File: src/rtl/rng_pkg.sv
// Shared types for the dice generator and its result tracker.
package rng_pkg;

  localparam int DATA_W = 4;
  localparam int CNT_W  = 4;

  typedef enum logic {
    S_IDLE  = 1'b0,
    S_TRACK = 1'b1
  } state_t;

endpackage

File: src/rtl/result_hist_fifo.sv
// Circular history of settled rolls. Overwrites the oldest entry when full
// and presents the oldest entry on a registered first-word-fall-through output.
module result_hist_fifo #(
  parameter int DATA_W     = 4,
  parameter int HIST_DEPTH = 4
) (
  input  logic                          i_clk,
  input  logic                          i_rst_n,
  input  logic                          push,
  input  logic                          pop,
  input  logic [DATA_W-1:0]             din,
  output logic [DATA_W-1:0]             dout,
  output logic [$clog2(HIST_DEPTH):0]   count,
  output logic                          empty,
  output logic                          overflow
);

  localparam int PW = $clog2(HIST_DEPTH);
  localparam int CW = PW + 1;

  logic [DATA_W-1:0] mem [HIST_DEPTH];
  logic [PW-1:0]     rd_ptr;
  logic [PW-1:0]     wr_ptr;
  logic [PW-1:0]     rd_ptr_n;
  logic              full;
  logic              do_pop;

  assign empty  = (count == '0);
  assign full   = (count == CW'(HIST_DEPTH));
  assign do_pop = pop && !empty;

  // A push into a full buffer evicts the oldest entry, so rd_ptr moves too.
  // When full, rd_ptr == wr_ptr, which makes push+pop on full identical to
  // the not-full push+pop case.
  always_comb begin
    rd_ptr_n = rd_ptr;
    if (do_pop || (push && full)) begin
      rd_ptr_n = rd_ptr + PW'(1);
    end
  end

  always_ff @(posedge i_clk) begin
    if (push) begin
      mem[wr_ptr] <= din;
    end
  end

  always_ff @(posedge i_clk or negedge i_rst_n) begin
    if (!i_rst_n) begin
      rd_ptr   <= '0;
      wr_ptr   <= '0;
      count    <= '0;
      overflow <= 1'b0;
      dout     <= '0;
    end else begin
      if (push) begin
        wr_ptr <= wr_ptr + PW'(1);
      end
      rd_ptr <= rd_ptr_n;
      if (push && !do_pop && !full) begin
        count <= count + CW'(1);
      end else if (do_pop && !push) begin
        count <= count - CW'(1);
      end
      if (push && full && !do_pop) begin
        overflow <= 1'b1;
      end
      // Bypass the incoming word when it becomes the oldest entry.
      dout <= (push && (rd_ptr_n == wr_ptr)) ? din : mem[rd_ptr_n];
    end
  end

endmodule

File: src/rtl/roll_result_tracker.sv
// Watches the live dice value after a start press, declares the roll settled
// after SETTLE_CYCLES unchanged cycles, publishes it and logs it to history.
module roll_result_tracker #(
  parameter int DATA_W        = rng_pkg::DATA_W,
  parameter int SETTLE_CYCLES = 33554432,
  parameter int HIST_DEPTH    = 4
) (
  input  logic                          i_clk,
  input  logic                          i_rst_n,
  input  logic                          i_start,
  input  logic [DATA_W-1:0]             i_value,
  input  logic                          i_rd,
  output logic                          o_busy,
  output logic [DATA_W-1:0]             o_result,
  output logic                          o_result_valid,
  output logic [3:0]                    o_change_cnt,
  output logic [DATA_W-1:0]             o_hist_data,
  output logic                          o_hist_valid,
  output logic [$clog2(HIST_DEPTH):0]   o_hist_count,
  output logic                          o_overflow
);

  import rng_pkg::*;

  localparam int             QW         = (SETTLE_CYCLES > 2) ? $clog2(SETTLE_CYCLES) : 1;
  localparam logic [QW-1:0]  QUIET_LAST = QW'(SETTLE_CYCLES - 1);

  function automatic logic [CNT_W-1:0] sat_inc(input logic [CNT_W-1:0] v);
    return (v == {CNT_W{1'b1}}) ? v : v + CNT_W'(1);
  endfunction

  state_t              state_r;
  state_t              state_n;
  logic [DATA_W-1:0]   prev_r;
  logic [QW-1:0]       quiet_r;
  logic [CNT_W-1:0]    change_cnt_r;
  logic [DATA_W-1:0]   result_r;
  logic                result_vld_r;
  logic                restart;
  logic                changed;
  logic                settle;
  logic                hist_empty;

  // Start wins over both a value change and the settle event.
  always_comb begin
    state_n = state_r;
    restart = 1'b0;
    changed = 1'b0;
    settle  = 1'b0;
    case (state_r)
      S_IDLE: begin
        if (i_start) begin
          restart = 1'b1;
          state_n = S_TRACK;
        end
      end
      S_TRACK: begin
        if (i_start) begin
          restart = 1'b1;
        end else if (i_value != prev_r) begin
          changed = 1'b1;
        end else if (quiet_r == QUIET_LAST) begin
          settle  = 1'b1;
          state_n = S_IDLE;
        end
      end
      default: state_n = S_IDLE;
    endcase
  end

  always_ff @(posedge i_clk or negedge i_rst_n) begin
    if (!i_rst_n) begin
      state_r      <= S_IDLE;
      quiet_r      <= '0;
      change_cnt_r <= '0;
      result_r     <= '0;
      result_vld_r <= 1'b0;
    end else begin
      state_r      <= state_n;
      result_vld_r <= settle;
      if (restart || changed) begin
        quiet_r <= '0;
      end else if ((state_r == S_TRACK) && !settle) begin
        quiet_r <= quiet_r + QW'(1);
      end
      if (restart) begin
        change_cnt_r <= '0;
      end else if (changed) begin
        change_cnt_r <= sat_inc(change_cnt_r);
      end
      if (settle) begin
        result_r <= i_value;
      end
    end
  end

  // prev_r is always loaded on a start before it is compared.
  always_ff @(posedge i_clk) begin
    if (restart || changed) begin
      prev_r <= i_value;
    end
  end

  result_hist_fifo #(
    .DATA_W     (DATA_W),
    .HIST_DEPTH (HIST_DEPTH)
  ) u_hist (
    .i_clk    (i_clk),
    .i_rst_n  (i_rst_n),
    .push     (settle),
    .pop      (i_rd),
    .din      (i_value),
    .dout     (o_hist_data),
    .count    (o_hist_count),
    .empty    (hist_empty),
    .overflow (o_overflow)
  );

  assign o_busy         = (state_r == S_TRACK);
  assign o_result       = result_r;
  assign o_result_valid = result_vld_r;
  assign o_change_cnt   = change_cnt_r;
  assign o_hist_valid   = !hist_empty;

endmodule

File: config.mk
export PLATFORM = sky130hd
export DESIGN_NAME = roll_result_tracker
export DESIGN_NICKNAME = d
export VERILOG_FILES = /design/src/rtl/rng_pkg.sv /design/src/rtl/result_hist_fifo.sv /design/src/rtl/roll_result_tracker.sv
export SDC_FILE = /design/constraint.sdc
export NUM_CORES = 1
export LEC_CHECK = 0
export BUFFER_PORTS_ARGS = -buffer_cell sky130_fd_sc_hd__buf_2
export CAP_MARGIN = 40
export CELL_PAD_IN_SITES_DETAIL_PLACEMENT = 0
export CELL_PAD_IN_SITES_GLOBAL_PLACEMENT = 1
export CORE_MARGIN = 1.5
export CORE_UTILIZATION = 40
export DETAILED_ROUTE_END_ITERATION = 8
export PLACE_DENSITY = 0.66
export SYNTH_ARGS = -nofsm -noshare
export SYNTH_HDL_FRONTEND = slang
export SYNTH_SLANG_ARGS = --single-unit
File: constraint.sdc
create_clock -name i_clk -period 3.8 [get_ports i_clk]
set_input_delay 0.19 -clock i_clk [delete_from_list [all_inputs] [get_ports i_clk]]
set_output_delay 0.19 -clock i_clk [all_outputs]
set_load 0.005 [all_outputs]
; Yosys cells after proc, flatten, opt, wreduce, memory -nomap -nowiden
; Memories as Yosys holds them, arrays and structs flattened. A register that Yosys moved wholly into a read port is not among the register bits.
; Index checks and enable logic that the tools add are counted.
[totals]
mem_count = 1
out_inout_bits = 19
wordCells = 64
ff_bits = 47
ram_bits = 16
[op_classes]
n_addsub = 6
n_reduce_logical = 19
n_eq_ne = 5
n_bitwise = 1
mux = 22
[mem_list]
columns = name, words, width, rd, rd_ports_with_merged_regs, write_ports, line
row1 = u_hist.mem, 4, 4, 1, 1, 1, result_hist_fifo.sv:21  ; logic [DATA_W-1:0] mem [HIST_DEPTH];
[op_table]
columns = cell, count
row1 = 2-to-1 mux 25 bit, 2
row2 = adder 25 x 1 -> 25 bit (second input constant), 1
row3 = == test 25 bit (second input constant), 1
row4 = 2-to-1 mux 1 bit, 13
row5 = 2-to-1 mux 4 bit, 3
row6 = logical AND 1 bit, 7
row7 = 2-to-1 mux 3 bit, 2
row8 = nonzero test 2 bit, 3
row9 = logical NOT 1 bit, 5
row10 = adder 2 x 1 -> 2 bit (second input constant), 2
row11 = adder 4 x 1 -> 4 bit (second input constant), 1
row12 = == test 4 bit (second input constant), 1
row13 = != test 4 bit, 1
row14 = adder 3 x 1 -> 3 bit (second input constant), 1
row15 = == test 3 bit (second input constant), 1
row16 = logical NOT 3 bit, 1
row17 = subtractor 3 x 1 -> 3 bit (second input constant), 1
row18 = logical OR 1 bit, 2
row19 = 2-to-1 mux 2 bit, 1
row20 = != test 2 bit (second input constant), 1
row21 = case mux 1 bit (2 select lines), 1
row22 = AND reduction 2 bit, 1
row23 = inverter 1 bit, 1

; Logic depth before layout (Yosys ltp)
; Gate-level depths: netlist of run 1.
[depth]
word_depth = 9
depth_mapped = 12
mapped_depth_nobuf = 11

; Cells and area by module
; A second synthesis of run 1 with hierarchy kept.
[hier_totals]
hier_cells = 360
area_unflattened_um2 = 3656.0
[by_module_without_submodules]
columns = mod, area_per_inst_um2, cells_per_inst, n_inst
row1 = roll_result_tracker, 2078.2, 215, 1
row2 = result_hist_fifo, 1577.8, 145, 1

; Worst setup path before layout of run 1
; Ideal clock, no wire load.
[synth_timing]
path_type = register to register
start = reg quiet_r[0]
end = reg u_hist.count[2]
setup_slack_ps = 1026
setup_ps = 65
synth_period_minus_slack_ps = 2774
t_arrival_ps = 2709
path_stages_with_launch = 13
t_required_ps = 3735
cell_sequence = dfrtp_1 ha_1 and4_1 and2_1 clkbuf_1 nand4_1 nor2_1 nand2_1 fa_1 or4_1 a21oi_1 a31oi_1 nand2_1
[synth_via]
elab_chain_cells = 8
word_cells_on_any_way = 11
cone_classes = eq/ne: 1 / mux: 5 / reduce/logical: 5
[synth_rtl]
columns = item, line
row1 = "start, declared", roll_result_tracker.sv:35  ; logic [QW-1:0] quiet_r;
row2 = "start signal, assigned", roll_result_tracker.sv:84  ; quiet_r <= quiet_r + QW'(1);
row3 = == test 25 bit *, roll_result_tracker.sv:62  ; end else if (quiet_r == QUIET_LAST) begin
row4 = 2-to-1 mux 1 bit *, roll_result_tracker.sv:62
row5 = 2-to-1 mux 1 bit *, roll_result_tracker.sv:60  ; end else if (i_value != prev_r) begin
row6 = 2-to-1 mux 1 bit *, roll_result_tracker.sv:58  ; if (i_start) begin
row7 = 2-to-1 mux 1 bit *, roll_result_tracker.sv:50  ; case (state_r)
row8 = named net settle, roll_result_tracker.sv:41  ; logic settle;
row9 = logical AND 1 bit or logical NOT 1 bit (tied branches), "result_hist_fifo.sv:60, result_hist_fifo.sv:62"
row10 = "logical AND 1 bit, on equally long branches", "result_hist_fifo.sv:60, result_hist_fifo.sv:62"
row11 = 2-to-1 mux 3 bit or nonzero test 2 bit (tied branches), --
row12 = "end signal, assigned", result_hist_fifo.sv:61  ; count <= count + CW'(1);
row13 = "end signal, assigned", result_hist_fifo.sv:63  ; count <= count - CW'(1);
row14 = "end, declared", result_hist_fifo.sv:13  ; output logic [$clog2(HIST_DEPTH):0] count,
; Mark *: on every way through the listed nets, which the timed path passes. The rest lies on a longest branch.
; A chain may end at the register's enable or synchronous reset.

; Worst setup path in the final report of run 1
; Ends and elaborated chain as after synthesis.

==> results of run 1 <==
-- metal layers --
layer	up-vias	wire length (um)	GRT usage, %
li1	1250	-	-
met1	1235	3680	24.0
met2	42	3670	27.9
met3	12	222	2.72
met4	0	146	7.47
met5	-	0	0
-- cell type report --
type                            instances  area, um2  share of cell area (%)
Multi-Input combinational cell        237       1710                    41.6
Sequential cell                        67       1780                    43.2
Inverter                                9       33.8                   0.822
Timing Repair Buffer                   33        205                    4.99
Tap cell                              108        135                    3.29
Clock buffer                            9        124                    3.01
Clock inverter                          7        125                    3.04
-- power by group through the flow --
stage | Combinational (mW) | Sequential [mW] | Clock [mW]
2_1_floorplan | 0.460 | 0.862 | 0
3_3_place_gp | 0.524 | 0.927 | 0
3_5_place_dp | 0.611 | 0.892 | 0
4_1_cts | 0.614 | 0.876 | 0.759
5_1_grt | 0.671 | 0.888 | 0.793
6_report | 0.607 | 0.875 | 0.741
-- synthesized netlist by cell type, drive strengths merged (2+ instances only) --
| master | n | area share [%] |
|---|---|---|
| a211o | 4 | 0.98 |
| a211oi | 4 | 0.84 |
| a21oi | 3 | 0.42 |
| a22o | 4 | 0.98 |
| a31oi | 2 | 0.35 |
| a32oi | 4 | 0.98 |
| and2 | 9 | 1.6 |
| and3 | 4 | 0.70 |
| and4 | 8 | 2.0 |
| and4b | 2 | 0.56 |
| buf | 5 | 1.0 |
| clkbuf | 9 | 0.94 |
| dfrtp | 47 | 33 |
| edfxtp | 20 | 17 |
| ha | 6 | 2.1 |
| inv | 9 | 0.94 |
| mux2 | 13 | 4.5 |
| mux2i | 10 | 2.8 |
| nand2 | 17 | 1.8 |
| nand2b | 8 | 1.4 |
| nand3 | 13 | 1.8 |
| nand4 | 15 | 2.6 |
| nor2 | 35 | 3.7 |
| nor3 | 6 | 0.84 |
| nor4 | 2 | 0.77 |
| nor4b | 5 | 1.4 |
| o211ai | 4 | 0.84 |
| o21ai | 7 | 0.98 |
| o31ai | 3 | 1.0 |
| or3 | 2 | 0.35 |
| or4 | 2 | 0.52 |
| xnor2 | 12 | 2.9 |
| xor2 | 21 | 5.1 |
-- per-stage QoR --
stage / instance area [um2] / setup WS, ps / cells
floorplan: 3590 / 1030 / 327
global placement: 3820 / 856 / 452
detailed placement: 3850 / 736 / 453
CTS: 4110 / 702 / 470
global route: 4110 / 436 / 470
finish: 4110 / 710 / 470
-- how the worst max path moves through the flow --
stage / endpoint / slack (ps) / cells past startpoint / startpoint
floorplan: u_hist.count[2]$_DFFE_PN0P_ / 1030 / 12 / quiet_r[0]$_DFFE_PN0P_
detailed placement: u_hist.count[2]$_DFFE_PN0P_ / 740 / 11 / quiet_r[0]$_DFFE_PN0P_
global placement: u_hist.count[2]$_DFFE_PN0P_ / 860 / 11 / quiet_r[0]$_DFFE_PN0P_
global route: u_hist.count[2]$_DFFE_PN0P_ / 440 / 11 / quiet_r[0]$_DFFE_PN0P_
finish: u_hist.count[2]$_DFFE_PN0P_ / 710 / 11 / quiet_r[0]$_DFFE_PN0P_
CTS: u_hist.count[2]$_DFFE_PN0P_ / 700 / 11 / quiet_r[0]$_DFFE_PN0P_
-- worst max-delay path, cell delays in order (launching register included) --
cell     delay, ps
dfrtp_1        400
ha_1           230
and4_1         210
and2_1         280
nand4_1        240
nor2_1         340
nand2_1        120
fa_1           430
or4_1          520
a21oi_1        140
a31oi_1         50
nand2_1         70
-- state kept, by name, indices dropped and copies added, names as in the netlist --
name and cells:
prev_r 4, o_change_cnt 4, u_hist.mem 16, u_hist.rd_ptr 2, u_hist.wr_ptr 2, o_result_valid 1, quiet_r 25, o_busy 1
u_hist.overflow 1, u_hist.count 3, u_hist.dout 4, o_result 4
-- cells by family after synthesis --
group / count (synthesis) / share of synthesized area [%]
buffers and inverters: 23 / 2.89
flip-flops: 67 / 49.5
XOR/XNOR: 33 / 8.05
AND/OR/NAND/NOR: 132 / 20.7
multiplexers: 23 / 7.29
AO/OA/AOI/OAI: 42 / 8.92
adder cells (fa/ha/maj): 7 / 2.65
-- timing repair --
action	in CTS	in global routing
resized for setup	0	0
hold buffers	1	0
hold endpoints to repair	47	0
==> summary.txt, run 1 <==
Tcrit/Tclk final - 81.3%
Psw - 0.675 mW
switch share - 30.4%
largest net degree at the start of global routing - 48
skew final - 14.1 ps
H-tree levels - 3
power share of the combinational group - 27.3%
Filler Cell Count - 797
most common cell after layout, fill and taps aside - dfrtp_1
headroom to the max-slew limit - 56.3%
top_reg_cell synth - dfrtp_1
flops & latches, synth - 67
Cell Int Power - 1.55 mW
final core occ - 47.1%
Die X - 97.7 um
pwr/cell area - 541 nW/um2
Synth Area per Inst - 11.0 um2
Synth warnings - 0
vias in the first global route - 2544
Hold EP - u_hist.mem[2][0]$_DFFE_PP_
root buf cell - clkbuf_8
drc violations - 0
worst vdd ir - 0.223 mV
Worst Hold Depth - 1
Max Clock Freq - 324 MHz
status - complete, no violations
Hold WS - 160 ps
Min-Delay Path Class - in2reg
IO Pins - 27
post-synthesis sequential area ratio - 49.5%
Routed Antenna Nets - 0
first-pass GRT wire length - 13.3 mm
post-layout total power - 2.22 mW
Leakage - 1.69 nW
DRT iter0 DRCs - 103
Netlist Area Pre-Place - 3590 um2
Post CTS Setup Buffer Count - 0
Nets - 372
Vias - 2539
r2r setup slk - 710 ps
Rows - 34
n_diodes - 0
Worst Path Required - 4080 ps
max_cap viols - 0
syn nets - 342
cell count after synthesis - 327
Synth cell types - 52
hpwl dp - 5.29 mm
Worst-Skew Late Latency - 350 ps
Overflow after GRT - 0
most frequent cells in the layout - dfrtp_1 (47), nor2_1 (34), buf_2 (26)
final WL - 7.72 mm
GRT Total Usage - 17.5%
TritonCTS Buffers - 9
Final Hold Viols - 0
final setup fails - 0
HP Start - i_value[0]
via-per-instance ratio - 5.40
type of origin of the critical path - flip-flop
layout cells sized above 1 - 18.5%
Post-synth EDFFs - 20
Syn-to-layout area delta - 14.5%
Pre-antenna DRT Iters - 5
die footprint - 9550 um2
Final Wtd Congestion - 0.787
CTS tree - built
wire length per cell - 16.4 um
Crit path arrival time - 3370 ps
Worst setup EP type - flip-flop
Worst-path clk slew - 90 ps
CP Class - reg2reg
Worst Path Max Fanout - 8
RSZ-0062 raised after global routing - no
ys async rst share - 70.1%
Setup TNS - 0 ps
input/output buffers - 26
Die H - 97.7 um
r2r worst-path depth - 11
measured slew at the worst slew-check pin - 656 ps
sequential power share - 39.4%
Max clock buf depth - 2
area of the core - 8720 um2
Final min period - 3090 ps
clock power share - 33.4%
Starting Density - 41.2%
Slew Viols, Final - 0
reg2reg start - quiet_r[0]$_DFFE_PN0P_
initial antenna violation count - 0
Sinks on Clock Net - 67
FF-to-FF End - u_hist.count[2]$_DFFE_PN0P_
Power figures use the tool's default switching activity.
==> inputs of run 2 (changes only) <==
--- a/config.mk
+++ b/config.mk
@@ -12,7 +12,7 @@
 export CORE_MARGIN = 1.5
 export CORE_UTILIZATION = 40
 export DETAILED_ROUTE_END_ITERATION = 8
-export PLACE_DENSITY = 0.66
+export PLACE_DENSITY = 0.69
 export SYNTH_ARGS = -nofsm -noshare
 export SYNTH_HDL_FRONTEND = slang
 export SYNTH_SLANG_ARGS = --single-unit
==> constraint.sdc (replaced) <==
create_clock -name i_clk -period 2.8 [get_ports i_clk]
set_input_delay 0.14 -clock i_clk [delete_from_list [all_inputs] [get_ports i_clk]]
set_output_delay 0.14 -clock i_clk [all_outputs]
set_load 0.005 [all_outputs]
==> run 2 against run 1 <==
Effect of this change: clock power is 18% higher; power rose by 32%; worst hold slack got worse by 54 ps; sequential share of layout area down 1.1 points; critical endpoint unchanged; combinational power rose by 46%; core utilization up 1.2 points.
==> summary.txt, run 2 (synthesized netlist as in run 1, its figures left out) <==
most common cell after layout, fill and taps aside - dfrtp_1 (unchanged)
Final Non-Filler Cells - 487 (was 470)
first-pass GRT wire length - 13.4 mm (was 13.3 mm)
Final Wtd Congestion - 0.782 (was 0.787)
Sinks on Clock Net - 67 (unchanged)
Vias - 2649 (was 2539)
layout cells sized above 1 - 22.4% (was 18.5%)
switch share - 30.2% (was 30.4%)
area of the core - 8720 um2 (unchanged)
Critical Path Max Stage Delay - 530 ps (was 520 ps)
post-layout total power - 2.94 mW (was 2.22 mW)
Final Hold Viols - 0 (unchanged)
Largest Register - quiet_r (unchanged)
Final Instance Area - 4220 um2 (was 4110 um2)
H-tree levels - 3 (unchanged)
PnR worst setup slack - 154 ps (was 710 ps)
initial antenna violation count - 0 (unchanged)
top flop regs - quiet_r: 25 flops, u_hist.mem: 16 flops (unchanged)
CP Class - reg2reg (unchanged)
crit-path cells - ha_2 > and4_1 > and2_1 > nand4_1 > nor2_2 > nand2_1 > fa_2 > or4_1 > a21oi_1 > a31oi_1 > nand2_1 (was ha_1 > and4_1 > and2_1 > nand4_1 > nor2_1 > nand2_1 > fa_1 > or4_1 > a21oi_1 > a31oi_1 > nand2_1)
Filler Cell Count - 814 (was 797)
input/output buffers - 26 (unchanged)
Crit path arrival time - 2940 ps (was 3370 ps)
final WL - 7.96 mm (was 7.72 mm)
Die X - 97.7 um (unchanged)
drc violations - 0 (unchanged)
hpwl dp - 5.58 mm (was 5.29 mm)
DRT iter0 DRCs - 83 (was 103)
Worst-Skew Late Latency - 340 ps (was 350 ps)
Max clock buf depth - 2 (unchanged)
pwr/cell area - 697 nW/um2 (was 541 nW/um2)
RSZ-0062 raised after global routing - no (unchanged)
vias in the first global route - 2660 (was 2544)
sequential power share - 40.2% (was 39.4%)
measured slew at the worst slew-check pin - 677 ps (was 656 ps)
Rows - 34 (unchanged)
Cell Int Power - 2.05 mW (was 1.55 mW)
TritonCTS Buffers - 9 (unchanged)
placed cell area - 3960 um2 (was 3850 um2)
Leakage - 1.76 nW (was 1.69 nW)
Worst-path clk slew - 80 ps (was 90 ps)
max_cap viols - 0 (unchanged)
type of origin of the critical path - flip-flop (unchanged)
Starting Density - 41.2% (unchanged)
most frequent cells in the layout - dfrtp_1 (47), nor2_1 (33), buf_2 (26) (was dfrtp_1 (47), nor2_1 (34), buf_2 (26))
pre-CTS setup slack - 85.9 ps (was 736 ps)
Slew Viols, Final - 0 (unchanged)
GRT Total Usage - 17.7% (was 17.5%)
Tcrit/Tclk final - 94.5% (was 81.3%)
Worst setup EP type - flip-flop (unchanged)
Worst Path Required - 3090 ps (was 4080 ps)
crit-path most repeated cell - nand2_1 (unchanged)
n_diodes - 0 (unchanged)
Final min period - 2650 ps (was 3090 ps)
GRT Max-Usage Layer - met2 (unchanged)
skew final - 10.6 ps (was 14.1 ps)
Die H - 97.7 um (unchanged)
Hold WS - 106 ps (was 160 ps)
Psw - 0.888 mW (was 0.675 mW)
final core occ - 48.4% (was 47.1%)
status - complete, no violations (unchanged)
largest net degree at the start of global routing - 36 (was 48)
worst vdd ir - 0.314 mV (was 0.223 mV)
Placed Cells - 467 (was 453)
met3 Resource Use GR - 4.15% (was 2.72%)
Routed Antenna Nets - 0 (unchanged)
met1 Resource Use GR - 25.0% (was 24.0%)
IO Pins - 27 (unchanged)
Nets - 389 (was 372)
Syn-to-layout area delta - 17.5% (was 14.5%)
clock power share - 29.6% (was 33.4%)
slowest CP cell - or4_1 (unchanged)
Setup TNS - 0 ps (unchanged)
wire length per cell - 16.3 um (was 16.4 um)
Overflow after GRT - 0 (unchanged)
Max Clock Freq - 378 MHz (was 324 MHz)
via-per-instance ratio - 5.44 (was 5.40)
root buf cell - clkbuf_8 (unchanged)
Pre-antenna DRT Iters - 4 (was 5)
die footprint - 9550 um2 (unchanged)
Min-Delay Path Class - in2reg (unchanged)
power share of the combinational group - 30.2% (was 27.3%)
met2 GRT Util - 26.9% (was 27.9%)
Worst Path Max Fanout - 4 (was 8)
CTS tree - built (unchanged)
final setup fails - 0 (unchanged)
max reg flops - 25 (unchanged)
headroom to the max-slew limit - 54.9% (was 56.3%)
## run 2: cell count changes in the layout (fill, tap and decap cells not counted), sizes merged
cell    previous run  this run
clkinv             3         0
bufinv             3         1
inv               10         9
clkbuf             9        15
buf               32        49
## run 2: layout make-up
type / instances / area [um2] / area share [%]
timing repair buffer: 50 / 337 / 7.98
clock inverter: 1 / 30.0 / 0.712
multi-input combinational: 237 / 1720 / 40.8
inverter: 9 / 33.8 / 0.801
sequential: 67 / 1780 / 42.1
clock buffer: 15 / 186 / 4.42
tap: 108 / 135 / 3.20
## run 2: power by group through the flow
stage                     combinational, mW  sequential [mW]  clock [mW]
after global placement                0.800             1.24           0
after CTS                             0.879             1.18       0.893
after detailed placement              0.872             1.20           0
after global routing                  0.982             1.20       0.934
final                                 0.888             1.18       0.872
after floorplan                       0.625             1.17           0
## run 2: layer usage
metal	vias to the layer above	share of wire (%)
met5	-	0
li1	1291	-
met1	1293	48
met2	57	46
met3	8	4.7
met4	0	1.2
## run 2: worst max-delay path, delay by kind of cell (launching register included)
kind,cells,cell delay (ps)
and+or+nand+nor,7,1390
AOI/OAI and AO/OA,2,220
adders and majority gates,2,600
DFF,1,390
## run 2: path summary, 6_finish.rpt
check | cells past startpoint | startpoint | end | slack (ps)
worst max-delay path | 11 | quiet_r[0]$_DFFE_PN0P_ | u_hist.count[2]$_DFFE_PN0P_ | 150
worst min-delay path | 2 | i_start | o_change_cnt[3]$_DFFE_PN0P_ | 110
max in group asynchronous | 3 | i_rst_n | quiet_r[20]$_DFFE_PN0P_ | 2080
worst min register to register | 1 | u_hist.overflow$_DFFE_PN0P_ | u_hist.overflow$_DFFE_PN0P_ | 490
worst max register to register | 11 | quiet_r[0]$_DFFE_PN0P_ | u_hist.count[2]$_DFFE_PN0P_ | 150
min in group asynchronous | 2 | i_rst_n | quiet_r[7]$_DFFE_PN0P_ | 220
## run 2: what timing repair did
action                                  in CTS  in global routing
hold endpoints to repair                    12                  0
endpoints found under the setup margin       0                  5
resized for setup                            0                  4
setup buffers                                0                  3
hold buffers                                 1                  0
==> inputs of run 3 (changes only) <==
--- a/config.mk
+++ b/config.mk
@@ -13,6 +13,7 @@
 export CORE_UTILIZATION = 40
 export DETAILED_ROUTE_END_ITERATION = 8
 export PLACE_DENSITY = 0.69
+export REMOVE_ABC_BUFFERS = 1
 export SYNTH_ARGS = -nofsm -noshare
 export SYNTH_HDL_FRONTEND = slang
 export SYNTH_SLANG_ARGS = --single-unit
==> run 3 against run 2 <==
Effect of this change: sequential share of layout area up 0.24 points; first-iteration DRC count down 35%; critical endpoint is now u_hist.dout[1]$_DFF_PN0_; core utilization down 0.27 points; non-clock buffer count up 1; worst setup slack worse by 14 ps; via count up 0.34%.
==> summary.txt, run 3 (synthesized netlist as in run 1, its figures left out) <==
area of the multi-input gates - 1730 um2 (was 1720 um2)
Worst Hold Depth - 2 (unchanged)
n_diodes - 0 (unchanged)
root buf cell - clkbuf_8 (unchanged)
Leakage - 1.75 nW (was 1.76 nW)
HP Start - i_start (unchanged)
power share of the combinational group - 29.9% (was 30.2%)
Min-Delay Path Class - in2reg (unchanged)
GRT Total Usage - 17.4% (was 17.7%)
most common cell after layout, fill and taps aside - dfrtp_1 (unchanged)
Hold EP - o_change_cnt[3]$_DFFE_PN0P_ (unchanged)
sequential power share - 42.2% (was 40.2%)
Syn-to-layout area delta - 16.8% (was 17.5%)
wire length per cell - 15.9 um (was 16.3 um)
Die X - 97.7 um (unchanged)
skew final - 9.23 ps (was 10.6 ps)
CP Class - reg2reg (unchanged)
Vias - 2658 (was 2649)
Overflow after GRT - 0 (unchanged)
Seq. cell area - 1780 um2 (unchanged)
Worst-path clk slew - 70 ps (was 80 ps)
Filler Cell Count - 814 (unchanged)
vias in the first global route - 2596 (was 2660)
status - complete, no violations (unchanged)
Final min period - 2660 ps (was 2650 ps)
layout cells sized above 1 - 22.9% (was 22.4%)
pwr/cell area - 684 nW/um2 (was 697 nW/um2)
clock power share - 27.9% (was 29.6%)
DRT iter0 DRCs - 54 (was 83)
via-per-instance ratio - 5.45 (was 5.44)
worst vdd ir - 0.278 mV (was 0.314 mV)
Starting Density - 41.2% (unchanged)
Worst-Skew Late Latency - 350 ps (was 340 ps)
headroom to the max-slew limit - 50.2% (was 54.9%)
Max Clock Freq - 376 MHz (was 378 MHz)
top flop regs - quiet_r: 25 flops, u_hist.mem: 16 flops (unchanged)
Final Non-Filler Cells - 488 (was 487)
max reg flops - 25 (unchanged)
Psw - 0.895 mW (was 0.888 mW)
Placed Cells - 468 (was 467)
FF-to-FF End - u_hist.dout[1]$_DFF_PN0_ (was u_hist.count[2]$_DFFE_PN0P_)
CTS tree - built (unchanged)
Pre-antenna DRT Iters - 4 (unchanged)
largest net degree at the start of global routing - 30 (was 36)
Final Hold Viols - 0 (unchanged)
die footprint - 9550 um2 (unchanged)
post-layout total power - 2.87 mW (was 2.94 mW)
Rows - 34 (unchanged)
Max clock buf depth - 2 (unchanged)
Nets - 390 (was 389)
final core occ - 48.1% (was 48.4%)
TritonCTS Buffers - 9 (unchanged)
type of origin of the critical path - flip-flop (unchanged)
Routed Antenna Nets - 0 (unchanged)
r2r setup slk - 140 ps (was 150 ps)
Largest Register - quiet_r (unchanged)
max_cap viols - 0 (unchanged)
Worst setup EP type - flip-flop (unchanged)
Die H - 97.7 um (unchanged)
most frequent cells in the layout - dfrtp_1 (47), nor2_1 (34), buf_2 (26) (was dfrtp_1 (47), nor2_1 (33), buf_2 (26))
first-pass GRT wire length - 13.1 mm (was 13.4 mm)
drc violations - 0 (unchanged)
measured slew at the worst slew-check pin - 747 ps (was 677 ps)
Crit path arrival time - 2890 ps (was 2940 ps)
H-tree levels - 3 (unchanged)
switch share - 31.2% (was 30.2%)
Worst Path Required - 3030 ps (was 3090 ps)
hpwl dp - 5.45 mm (was 5.58 mm)
RSZ-0062 raised after global routing - no (unchanged)
initial antenna violation count - 0 (unchanged)
Final Wtd Congestion - 0.764 (was 0.782)
Cell Int Power - 1.97 mW (was 2.05 mW)
IO Pins - 27 (unchanged)
Sinks on Clock Net - 67 (unchanged)
area of the core - 8720 um2 (unchanged)
Tcrit/Tclk final - 95.0% (was 94.5%)
input/output buffers - 26 (unchanged)
Slew Viols, Final - 0 (unchanged)
final setup fails - 0 (unchanged)
Worst Path Max Fanout - 5 (was 4)
final WL - 7.74 mm (was 7.96 mm)
r2r worst-path depth - 9 (was 11)
reg2reg start - quiet_r[1]$_DFFE_PN0P_ (was quiet_r[0]$_DFFE_PN0P_)
Hold WS - 74.8 ps (was 106 ps)
[run 3: cell count changes in the layout (fill, tap and decap cells not counted), sizes merged]
cell | previous run | this run
buf | 49 | 50
inv | 9 | 10
clkinv | 0 | 3
clkbuf | 15 | 11
[run 3: power groups by stage]
stage          Sequential [mW]  Clock, mW  Combinational (mW)
2_1_floorplan             1.23          0               0.520
3_3_place_gp              1.23          0               0.838
3_5_place_dp              1.23          0               0.845
4_1_cts                   1.21      0.823               0.848
5_1_grt                   1.23      0.861               0.946
6_report                  1.21      0.800               0.857
[run 3: per-stage QoR]
step	cell area (um2)	setup TNS [ps]	setup slack, ps
floorplan	3520	-2420	-592
global placement	3950	0	173
detailed placement	3950	0	103
CTS	4150	0	95.3
global route	4190	0	0.927
finish	4190	0	140
[run 3: how the worst max path moves through the flow]
| stage | slack, ps | endpoint | start | cells after the start |
|---|---|---|---|---|
| floorplan | -590 | u_hist.dout[0]$_DFF_PN0_ | quiet_r[0]$_DFFE_PN0P_ | 8 |
| global placement | 170 | u_hist.dout[0]$_DFF_PN0_ | quiet_r[1]$_DFFE_PN0P_ | 8 |
| detailed placement | 100 | u_hist.dout[1]$_DFF_PN0_ | quiet_r[1]$_DFFE_PN0P_ | 8 |
| CTS | 100 | u_hist.dout[1]$_DFF_PN0_ | quiet_r[1]$_DFFE_PN0P_ | 8 |
| global route | 0.9 | u_hist.dout[1]$_DFF_PN0_ | quiet_r[1]$_DFFE_PN0P_ | 9 |
| finish | 140 | u_hist.dout[1]$_DFF_PN0_ | quiet_r[1]$_DFFE_PN0P_ | 9 |
[run 3: routing by layer]
| metal | vias to the layer above | wire length [um] | GRT usage (%) |
|---|---|---|---|
| li1 | 1284 | - | - |
| met1 | 1314 | 3780 | 23.7 |
| met2 | 47 | 3600 | 27.6 |
| met3 | 13 | 207 | 3.08 |
| met4 | 0 | 162 | 7.47 |
| met5 | - | 0 | 0 |
[run 3: layout make-up]
class	instances	area share, %
clock buffer	11	3.37
tap	108	3.22
clock inverter	5	1.22
timing repair buffer	51	7.73
multi-input combinational	237	41.3
sequential	67	42.4
inverter	9	0.805
[run 3: repair_timing]
item	in CTS	in global routing
endpoints found under the setup margin	0	5
endpoints found under the hold margin	28	0
gates resized for setup	0	5
hold buffers	1	0
setup buffers	0	3
[run 3: worst max-delay path, stage by stage (launching register included)]
cell     delay [ps]
dfrtp_1         370
ha_2            210
nand4_1          90
or4_4           540
nor4_4          190
a21o_1          260
mux2i_2         310
o31ai_4          90
buf_4           180
mux2_4          290
